===== config.mk =====
export PLATFORM = sky130hd
export DESIGN_NAME = uart_cmd_sequencer_flat
export DESIGN_NICKNAME = d
export VERILOG_FILES = /design/src/rtl/uart_cmd_sequencer_if.sv /design/src/rtl/uart_cmd_sequencer.sv /design/src/flat_wrapper.sv
export SDC_FILE = /design/constraint.sdc
export NUM_CORES = 1
export LEC_CHECK = 0
export ABC_AREA = 0
export ABC_CLOCK_PERIOD_IN_PS = 3100
export BUFFER_PORTS_ARGS = -buffer_cell sky130_fd_sc_hd__buf_4
export CAP_MARGIN = 5
export CELL_PAD_IN_SITES_DETAIL_PLACEMENT = 1
export CELL_PAD_IN_SITES_GLOBAL_PLACEMENT = 2
export CORE_MARGIN = 4
export CORE_UTILIZATION = 37
export CTS_CLUSTER_SIZE = 30
export DETAILED_ROUTE_END_ITERATION = 6
export GPL_ROUTABILITY_DRIVEN = 0
export HOLD_SLACK_MARGIN = 0.12
export PLACE_DENSITY = 0.78
export SLEW_MARGIN = 5
export SYNTH_ARGS = -nofsm -noshare
export SYNTH_HDL_FRONTEND = slang
export SYNTH_SLANG_ARGS = --single-unit

===== constraint.sdc =====
create_clock -name clk -period 3.1 [get_ports clk]
set_clock_uncertainty 0.05 [all_clocks]
set_input_delay 0.62 -clock clk [delete_from_list [all_inputs] [get_ports clk]]
set_output_delay 0.62 -clock clk [all_outputs]
set_load 0.03 [all_outputs]

===== src/rtl/uart_cmd_sequencer_if.sv =====
// Transceiver-side handshake bundle for the UART command sequencer.
// master: sequencer (consumes commands, produces reply bytes).
// slave : UART transceiver (holds pending command, serialises reply bytes).
interface uart_cmd_sequencer_if;
    logic        cmd_rdy;      // complete 24-bit command pending
    logic [23:0] cmd;          // [23:16] opcode, [15:8] address, [7:0] data
    logic        clr_cmd_rdy;  // one-cycle pulse: command consumed
    logic        trmt;         // one-cycle pulse: start sending tx_data
    logic [7:0]  tx_data;      // reply byte, stable from trmt until tx_done
    logic        tx_done;      // byte finished; dropped by transceiver after trmt

    modport master (
        input  cmd_rdy, cmd, tx_done,
        output clr_cmd_rdy, trmt, tx_data
    );

    modport slave (
        output cmd_rdy, cmd, tx_done,
        input  clr_cmd_rdy, trmt, tx_data
    );
endinterface


===== src/rtl/uart_cmd_sequencer.sv =====
// Decodes 24-bit UART commands into config register writes/reads and sequences the reply bytes.
// Latency: clr_cmd_rdy 1 cycle after the accepting edge, first trmt 2 cycles after it.
// Backpressure: a new command waits (cmd_rdy left set) until the previous reply has fully drained.
// Ports: clk, rst_n; xcvr (transceiver handshake, master side); cfg0..cfg3 config registers;
//        cfg_wr/cfg_wr_addr write strobe and index; busy while not IDLE.
module uart_cmd_sequencer #(
    parameter logic [7:0] ACK_BYTE = 8'hA5,
    parameter logic [7:0] NAK_BYTE = 8'hEE,
    parameter logic [7:0] CFG_RST  = 8'h00
) (
    input  logic                        clk,
    input  logic                        rst_n,
    uart_cmd_sequencer_if.master        xcvr,
    output logic [7:0]                  cfg0,
    output logic [7:0]                  cfg1,
    output logic [7:0]                  cfg2,
    output logic [7:0]                  cfg3,
    output logic                        cfg_wr,
    output logic [1:0]                  cfg_wr_addr,
    output logic                        busy
);

    typedef enum logic [1:0] {
        IDLE    = 2'd0,
        EXEC    = 2'd1,
        WAIT_TX = 2'd2
    } state_t;

    localparam logic [7:0] OP_WRITE = 8'h01;
    localparam logic [7:0] OP_READ  = 8'h02;
    localparam logic [7:0] OP_READ2 = 8'h03;

    state_t      state_q, state_d;
    logic [23:0] cmd_q, cmd_d;
    logic        idle_ok_q, idle_ok_d;   // IDLE has lasted at least one full cycle
    logic [1:0]  guard_q, guard_d;       // cycles left during which tx_done is stale
    logic        pend2_q, pend2_d;       // second READ2 byte still to send
    logic [7:0]  byte2_q, byte2_d;
    logic [7:0]  cfg_q [4];
    logic [7:0]  cfg_d [4];
    logic        clr_q, clr_d;
    logic        trmt_q, trmt_d;
    logic [7:0]  tx_data_q, tx_data_d;
    logic        cfg_wr_q, cfg_wr_d;
    logic [1:0]  cfg_wr_addr_q, cfg_wr_addr_d;

    // Command decode, always from the latched copy.
    logic [7:0] op, addr, wdat;
    logic [1:0] idx, idx_nxt;
    logic       addr_ok, is_wr, is_rd, is_rd2, accept, tx_ack;

    assign op      = cmd_q[23:16];
    assign addr    = cmd_q[15:8];
    assign wdat    = cmd_q[7:0];
    assign idx     = addr[1:0];
    assign idx_nxt = idx + 2'd1;          // READ2 wraps 3 -> 0
    assign addr_ok = (addr[7:2] == 6'd0);
    assign is_wr   = addr_ok && (op == OP_WRITE);
    assign is_rd   = addr_ok && (op == OP_READ);
    assign is_rd2  = addr_ok && (op == OP_READ2);

    assign accept  = (state_q == IDLE) && idle_ok_q && xcvr.cmd_rdy;
    // tx_done is still high from the previous byte during the trmt cycle and the one after.
    assign tx_ack  = (state_q == WAIT_TX) && (guard_q == 2'd0) && xcvr.tx_done;

    // State register and registered outputs.
    always_ff @(posedge clk or negedge rst_n) begin
        if (!rst_n) begin
            state_q       <= IDLE;
            cmd_q         <= 24'd0;
            idle_ok_q     <= 1'b0;
            guard_q       <= 2'd0;
            pend2_q       <= 1'b0;
            byte2_q       <= 8'h00;
            clr_q         <= 1'b0;
            trmt_q        <= 1'b0;
            tx_data_q     <= 8'h00;
            cfg_wr_q      <= 1'b0;
            cfg_wr_addr_q <= 2'd0;
            for (int i = 0; i < 4; i++) begin
                cfg_q[i] <= CFG_RST;
            end
        end else begin
            state_q       <= state_d;
            cmd_q         <= cmd_d;
            idle_ok_q     <= idle_ok_d;
            guard_q       <= guard_d;
            pend2_q       <= pend2_d;
            byte2_q       <= byte2_d;
            clr_q         <= clr_d;
            trmt_q        <= trmt_d;
            tx_data_q     <= tx_data_d;
            cfg_wr_q      <= cfg_wr_d;
            cfg_wr_addr_q <= cfg_wr_addr_d;
            for (int i = 0; i < 4; i++) begin
                cfg_q[i] <= cfg_d[i];
            end
        end
    end

    // Next-state logic.
    always_comb begin
        state_d = state_q;
        case (state_q)
            IDLE:    if (accept) state_d = EXEC;
            EXEC:    state_d = WAIT_TX;
            WAIT_TX: if (tx_ack && !pend2_q) state_d = IDLE;
            default: state_d = IDLE;
        endcase
    end

    // Next values of the registered outputs and datapath.
    always_comb begin
        cmd_d         = accept ? xcvr.cmd : cmd_q;
        idle_ok_d     = (state_q == IDLE) && (state_d == IDLE);
        guard_d       = (guard_q != 2'd0) ? guard_q - 2'd1 : 2'd0;
        pend2_d       = pend2_q;
        byte2_d       = byte2_q;
        clr_d         = 1'b0;
        trmt_d        = 1'b0;
        tx_data_d     = tx_data_q;
        cfg_wr_d      = 1'b0;
        cfg_wr_addr_d = cfg_wr_addr_q;
        for (int i = 0; i < 4; i++) begin
            cfg_d[i] = cfg_q[i];
        end

        case (state_q)
            IDLE: begin
                clr_d = accept;
            end
            EXEC: begin
                trmt_d  = 1'b1;
                guard_d = 2'd2;
                pend2_d = is_rd2;
                byte2_d = cfg_q[idx_nxt];
                if (is_wr) begin
                    tx_data_d     = ACK_BYTE;
                    cfg_d[idx]    = wdat;
                    cfg_wr_d      = 1'b1;
                    cfg_wr_addr_d = idx;
                end else if (is_rd || is_rd2) begin
                    tx_data_d = cfg_q[idx];
                end else begin
                    tx_data_d = NAK_BYTE;
                end
            end
            WAIT_TX: begin
                if (tx_ack && pend2_q) begin
                    trmt_d    = 1'b1;
                    guard_d   = 2'd2;
                    tx_data_d = byte2_q;
                    pend2_d   = 1'b0;
                end
            end
            default: ;
        endcase
    end

    assign xcvr.clr_cmd_rdy = clr_q;
    assign xcvr.trmt        = trmt_q;
    assign xcvr.tx_data     = tx_data_q;
    assign cfg0             = cfg_q[0];
    assign cfg1             = cfg_q[1];
    assign cfg2             = cfg_q[2];
    assign cfg3             = cfg_q[3];
    assign cfg_wr           = cfg_wr_q;
    assign cfg_wr_addr      = cfg_wr_addr_q;
    assign busy             = (state_q != IDLE);

endmodule


===== src/flat_wrapper.sv =====
// flat-port wrapper written by rule: the top's interface ports become plain ports
module uart_cmd_sequencer_flat 
#(
    parameter logic [7:0] ACK_BYTE = 8'hA5,
    parameter logic [7:0] NAK_BYTE = 8'hEE,
    parameter logic [7:0] CFG_RST  = 8'h00
)
  (clk, rst_n, cfg0, cfg1, cfg2, cfg3, cfg_wr, cfg_wr_addr, busy, xcvr_cmd_rdy, xcvr_cmd, xcvr_tx_done, xcvr_clr_cmd_rdy, xcvr_trmt, xcvr_tx_data);
  uart_cmd_sequencer_if xcvr_i ();
  input  logic clk;
  input  logic rst_n;
  output logic [7:0] cfg0;
  output logic [7:0] cfg1;
  output logic [7:0] cfg2;
  output logic [7:0] cfg3;
  output logic cfg_wr;
  output logic [1:0] cfg_wr_addr;
  output logic busy;
  input wire logic [$bits(xcvr_i.cmd_rdy)-1:0] xcvr_cmd_rdy;
  input wire logic [$bits(xcvr_i.cmd)-1:0] xcvr_cmd;
  input wire logic [$bits(xcvr_i.tx_done)-1:0] xcvr_tx_done;
  output wire logic [$bits(xcvr_i.clr_cmd_rdy)-1:0] xcvr_clr_cmd_rdy;
  output wire logic [$bits(xcvr_i.trmt)-1:0] xcvr_trmt;
  output wire logic [$bits(xcvr_i.tx_data)-1:0] xcvr_tx_data;
  assign xcvr_i.cmd_rdy = xcvr_cmd_rdy;
  assign xcvr_i.cmd = xcvr_cmd;
  assign xcvr_i.tx_done = xcvr_tx_done;
  assign xcvr_clr_cmd_rdy = xcvr_i.clr_cmd_rdy;
  assign xcvr_trmt = xcvr_i.trmt;
  assign xcvr_tx_data = xcvr_i.tx_data;
  uart_cmd_sequencer #(.ACK_BYTE(ACK_BYTE), .NAK_BYTE(NAK_BYTE), .CFG_RST(CFG_RST)) u_core (.clk(clk), .rst_n(rst_n), .xcvr(xcvr_i), .cfg0(cfg0), .cfg1(cfg1), .cfg2(cfg2), .cfg3(cfg3), .cfg_wr(cfg_wr), .cfg_wr_addr(cfg_wr_addr), .busy(busy));
endmodule

# Word-level counts from Yosys, hierarchy flattened
# Index checks and enable logic that the tools add are counted.
[totals] regBits=83 inputBits=28 output_inout_bits=46 elab_cells=76
[classes] addsub=2 magnitude_cmp=3 eq_ne=6 muxes=26 n_bitwise=2 reduce_logical=22
[op_table] op="2-to-1 mux 8 bit" n=8
[op_table] op="binary-select mux 8 bit (select 2 bit)" n=2
[op_table] op="bitwise mux 32 bit" n=1
[op_table] op="demux 8 bit (select 2 bit)" n=1
[op_table] op="== test 8 x 2 -> 1 bit, second input constant" n=2
[op_table] op="one-hot mux 8 bit (2 select lines)" n=1
[op_table] op="logical AND 1 bit" n=11
[op_table] op="== test 8 x 1 -> 1 bit, second input constant" n=1
[op_table] op="2-to-1 mux 2 bit" n=4
[op_table] op=">= comparator 3 bit, second input constant" n=2
[op_table] op="logical NOT 2 bit" n=3
[op_table] op="logical NOT 6 bit" n=1
[op_table] op="NOT 2 -> 3 bit" n=2
[op_table] op="one-hot mux 2 bit (3 select lines)" n=1
[op_table] op="nonzero test 2 bit" n=3
[op_table] op="2-to-1 mux 1 bit" n=5
[op_table] op="one-hot mux 1 bit (2 select lines)" n=2
[op_table] op="one-hot mux 2 bit (2 select lines)" n=1
[op_table] op="AND reduction 2 bit" n=2
[op_table] op="< comparator 3 x 1 -> 1 bit, second input constant" n=1
[op_table] op="adder 2 x 1 -> 2 bit, second input constant" n=1
[op_table] op="== test 2 x 1 -> 1 bit, second input constant" n=1
[op_table] op="== test 2 bit, second input constant" n=1
[op_table] op="inequality test 2 bit, second input constant" n=1
[op_table] op="other kinds (3)" n=3

# Depth between registers and ports, before layout
[depth] depth_word=8 mapped_depth=7 depth_no_buf=6

# Worst setup path after synthesis
# No wires, ideal clock.
[synth_path] kind="reg2reg" from="register u_core.cmd_q[8]" to="register u_core.byte2_q[0]" setup_ns=0.125 t_arrival_ns=2.209 t_required_ns=2.925 slack_ns=0.716 stages_incl_launch_ff=8 path_buffers=3 synth_period_minus_slack_ns=2.384 path_cell_list="dfrtp_1 > buf_2 > clkbuf_1 > inv_1 > ha_1 > clkbuf_1 > mux4_2 > mux2_2"
[synth_via] elab_chain_cells=5
[synth_lines] item="from (decl)" line_no="uart_cmd_sequencer.sv:34" source="logic [23:0] cmd_q, cmd_d;"
[synth_lines] item="from (signal assigned)" line_no="uart_cmd_sequencer.sv:85" source="cmd_q <= cmd_d;"
[synth_lines] item="adder 2 x 1 -> 2 bit" line_no="uart_cmd_sequencer.sv:56" source="assign idx_nxt = idx + 2'd1;"
[synth_lines] item="NOT 2 -> 3 bit (implied by the code)" line_no="uart_cmd_sequencer.sv:136" source="byte2_d = cfg_q[idx_nxt];"
[synth_lines] item="binary-select mux 8 bit (select 2 bit)" line_no="uart_cmd_sequencer.sv:136"
[synth_lines] item="2-to-1 mux 8 bit (implied by the code) (2 in series)" line_no="uart_cmd_sequencer.sv:136"
[synth_lines] item="to (signal assigned)" line_no="uart_cmd_sequencer.sv:89" source="byte2_q <= byte2_d;"
[synth_lines] item="to (decl)" line_no="uart_cmd_sequencer.sv:38" source="logic [7:0] byte2_q, byte2_d;"
# No other way between the ends. The select of a mux whose other input is x is not followed.
# A chain may end at the register's enable or synchronous reset.

# Worst setup path after layout
[layout_path] from="register u_core.cmd_q[9]" to="register u_core.byte2_q[3]"
# Same word-level chain as after synthesis.

==> flow_summary_export.csv <==
group,metric,value,unit
clock_network,clkTransAtPathRegs,90,ps
timing,relSlewSlack,30.05,%
drt,drt_iter0_markers,100,
power_and_ir_drop,netSwitchingFraction,39.17,%
clock_network,clock_latency,350,ps
timing,rsz0062_at_grt,"no",
finish,fin_area,4718,um^2
timing,min_period,2279,ps
setup_path,startpoint,"u_core.cmd_q[9]$_DFFE_PN0P_",
setup_path,crit_path_max_incr_delay,740,ps
clock_network,cts_buffer_depth,2,
finish,n_fill_cell,1080,
global_route,grt_overflow,0,
setup_path,path_max_fanout,12,
logic_synthesis,ys_seq_elements,83,
finish,drive_gt1_share,40.77,%
power_and_ir_drop,p_clk_share,21.6,%
die,die_area,12040,um^2
power_and_ir_drop,vdd_drop_max,0.3468,mV
clock_network,clock-root-buffer,"clkbuf_8",
setup_path,worst-path-stages,4,
power_and_ir_drop,power_frac_seq,44.3,%
placement,portBuffers,73,
die,coreArea,9910,um^2
setup_path,path_buf_inv,1,
finish,ff_latch_area,2077,um^2
global_route,grt_pass1_vias,2853,
die,die_y,109.7,um
drt,ant_nets,0,
clock_network,tritoncts,"done",
clock_network,hold_buffers,0,
clock_network,cts_made_buffers,9,
finish,multiInputGateArea,1678,um^2
logic_synthesis,synth_edf_count,0,
logic_synthesis,yosys_warnings,0,
drt,routed_wl,9.429,mm
power_and_ir_drop,comb_power_share,34.1,%
timing,fin_tns_setup,0,ps
logic_synthesis,synth_commonest_cells,"dfrtp_1, nand2_1, mux2_2",
die,placementRows,36,
logic_synthesis,postSynthAreaPerCell,12.43,um^2
placement,place_area,4529,um^2
clock_network,htreeDepth,3,
drt,wl_per_cell,18.03,um
finish,fin_nets,421,
global_route,grt_max_degree,84,
global_route,grt_usage,16.89,%
clock_network,clock-sinks,83,
power_and_ir_drop,p_total,3.505,mW
drt,vias,2673,
setup_path,rr_startpoint,"u_core.cmd_q[9]$_DFFE_PN0P_",
logic_synthesis,synth.area.top_cells,"dfrtp_1, mux2_2, mux4_2",
setup_path,path_cells,"inv_1 > ha_1 > mux4_2 > mux2_2",
die,start_util,38.64,%
drt,firstDrtPassIters,4,
logic_synthesis,postSynth.asyncResetShare,100.0,%
clock_network,cts_resized,0,
power_and_ir_drop,p_switching,1.373,mW
logic_synthesis,yosysMostFrequentCell,"dfrtp_1",
outcome,status,"completed",
placement,place_hpwl,7.019,mm
setup_path,path_class,"reg2reg",
timing,setup_viol,0,
power_and_ir_drop,intPower,2.132,mW
power_and_ir_drop,p_per_area,742.9,nW/um^2
setup_path,cp-start-kind,"register",
clock_network,cts_setup_buffers,0,
setup_path,cp-end-kind,"register",
power_and_ir_drop,leakagePower,2.348,nW
finish,diodes,0,
setup_path,cp.arrival,2470,ps
timing,fin_crit_sh,73.53,%
timing,final-hold-violation-count,0,
logic_synthesis,synth_top_area_share,54.25,%
drt,drc,0,
min_path,min_path_type,"in2async",
timing,final_max_slew_viol_count,0,
drt,via_per_inst,5.111,
logic_synthesis,synthCells,308,
logic_synthesis,yosysTopAreaCell,"dfrtp_1",
timing,max_slew.worst_pin.slew,1049,ps
finish,area_delta_synth_final,23.24,%
setup_path,worstPathRequired,3290,ps
setup_path,crit_family,"flip-flops",
placement,pre_cts_ws,814.8,ps
die,die_x,109.7,um
timing,setup_ws,820.5,ps
global_route,grt_pass1_wl,15.50,mm
setup_path,reg2reg_depth,4,
setup_path,critical_path.slowest_cell,"dfrtp_1",
timing,fmax,438.7,MHz
logic_synthesis,ys_types,42,
run,maxCapViolCount,0,
die,ios,74,
logic_synthesis,syn_area,3829,um^2
logic_synthesis,syn_nets,344,
logic_synthesis,seq_area_frac_synth,54.25,%
global_route,antenna_found_initial,0,
logic_synthesis,synth-main-ff-cell,"dfrtp_1",
cells in the final DEF (no fill, tap or decap), types with 2 or more instances in the layout:
cell / synthesis / routed
mux2_1: 3 / 3
mux2i_1: 3 / 3
mux2_2: 37 / 37
or4_4: 2 / 2
buf_4: 0 / 77
nand2_2: 5 / 5
inv_6: 0 / 4
o21ai_0: 9 / 9
nor2_1: 7 / 7
nor2b_1: 4 / 4
clkbuf_8: 0 / 9
nor4_1: 2 / 2
nand2b_1: 6 / 6
inv_8: 0 / 2
dfrtp_1: 83 / 83
mux2_4: 2 / 2
o2bb2ai_1: 4 / 4
ha_1: 8 / 8
mux4_2: 16 / 16
a21oi_1: 3 / 3
inv_1: 7 / 7
nand4_1: 2 / 2
nand2_1: 74 / 74
through the flow:
stage / hold WS, ps / util, % / instances
after floorplan: 274.4 / - / 308
after global placement: 404.0 / 45.71 / 507
after detailed placement: 427.4 / 45.71 / 507
after CTS: 383.5 / 47.61 / 523
after global routing: 383.2 / 47.61 / 523
final: 393.8 / 47.61 / 523
routing by layer:
| layer | vias to the layer above | global-route usage, % | wire, um |
|---|---|---|---|
| met5 | - | 0 | 0 |
| met4 | 0 | 4.452 | 67 |
| met3 | 4 | 3.934 | 363 |
| met2 | 45 | 26.20 | 4493 |
| met1 | 1379 | 23.89 | 4506 |
| li1 | 1245 | - | - |
worst paths after layout:
| kind | end | slack [ps] |
|---|---|---|
| max reg2reg | u_core.byte2_q[3]$_DFFE_PN0P_ | 820 |
| min | u_core.xcvr.tx_data[5]$_DFFE_PN0P_ | 390 |
| min in group clk | u_core.cmd_q[19]$_DFFE_PN0P_ | 400 |
| min reg2reg | u_core.guard_q[0]$_DFF_PN0_ | 430 |
| max in group asynchronous | u_core.cfg0[0]$_DFFE_PN0P_ | 1930 |
| max | u_core.byte2_q[3]$_DFFE_PN0P_ | 820 |
area by class of cell:
class / instances / area share (%)
well taps: 133 / 3.527
clock inverters: 7 / 1.379
flip-flops and latches: 83 / 44.02
clock buffers: 9 / 2.625
repair buffers: 77 / 12.25
multi-input cells: 206 / 35.56
inverters: 8 / 0.6364
sequential cells by signal, indices dropped and copies added (netlist names):
| name | count |
|---|---|
| u_core.byte2_q | 8 |
| u_core.cfg0 | 8 |
| u_core.cfg1 | 8 |
| u_core.cfg2 | 8 |
| u_core.cfg3 | 8 |
| u_core.cfg_wr | 1 |
| u_core.cfg_wr_addr | 2 |
| u_core.cmd_q | 24 |
| u_core.guard_q | 2 |
| u_core.idle_ok_q | 1 |
| u_core.pend2_q | 1 |
| u_core.state_q | 2 |
| u_core.xcvr.clr_cmd_rdy | 1 |
| u_core.xcvr.trmt | 1 |
| u_core.xcvr.tx_data | 8 |
kinds of logic (layout without fill, tap and decap cells):
kind of cell | after synthesis | in the layout | synth area share, %
fa+ha+maj | 8 | 8 | 2.614
buf+inv | 19 | 101 | 1.928
compound gates | 26 | 26 | 4.641
mux | 61 | 61 | 22.75
flops | 83 | 83 | 54.25
simple gates | 111 | 111 | 13.82
power by group through the flow:
stage	Sequential [mW]	Clock (mW)	Combinational [mW]
final	1.55	0.758	1.19
after CTS	1.56	0.788	1.22
after global routing	1.60	0.836	1.33
after floorplan	1.62	0	0.761
after global placement	1.57	0	1.18
after detailed placement	1.58	0	1.21
Note: power is estimated with default switching activity, not from simulation.
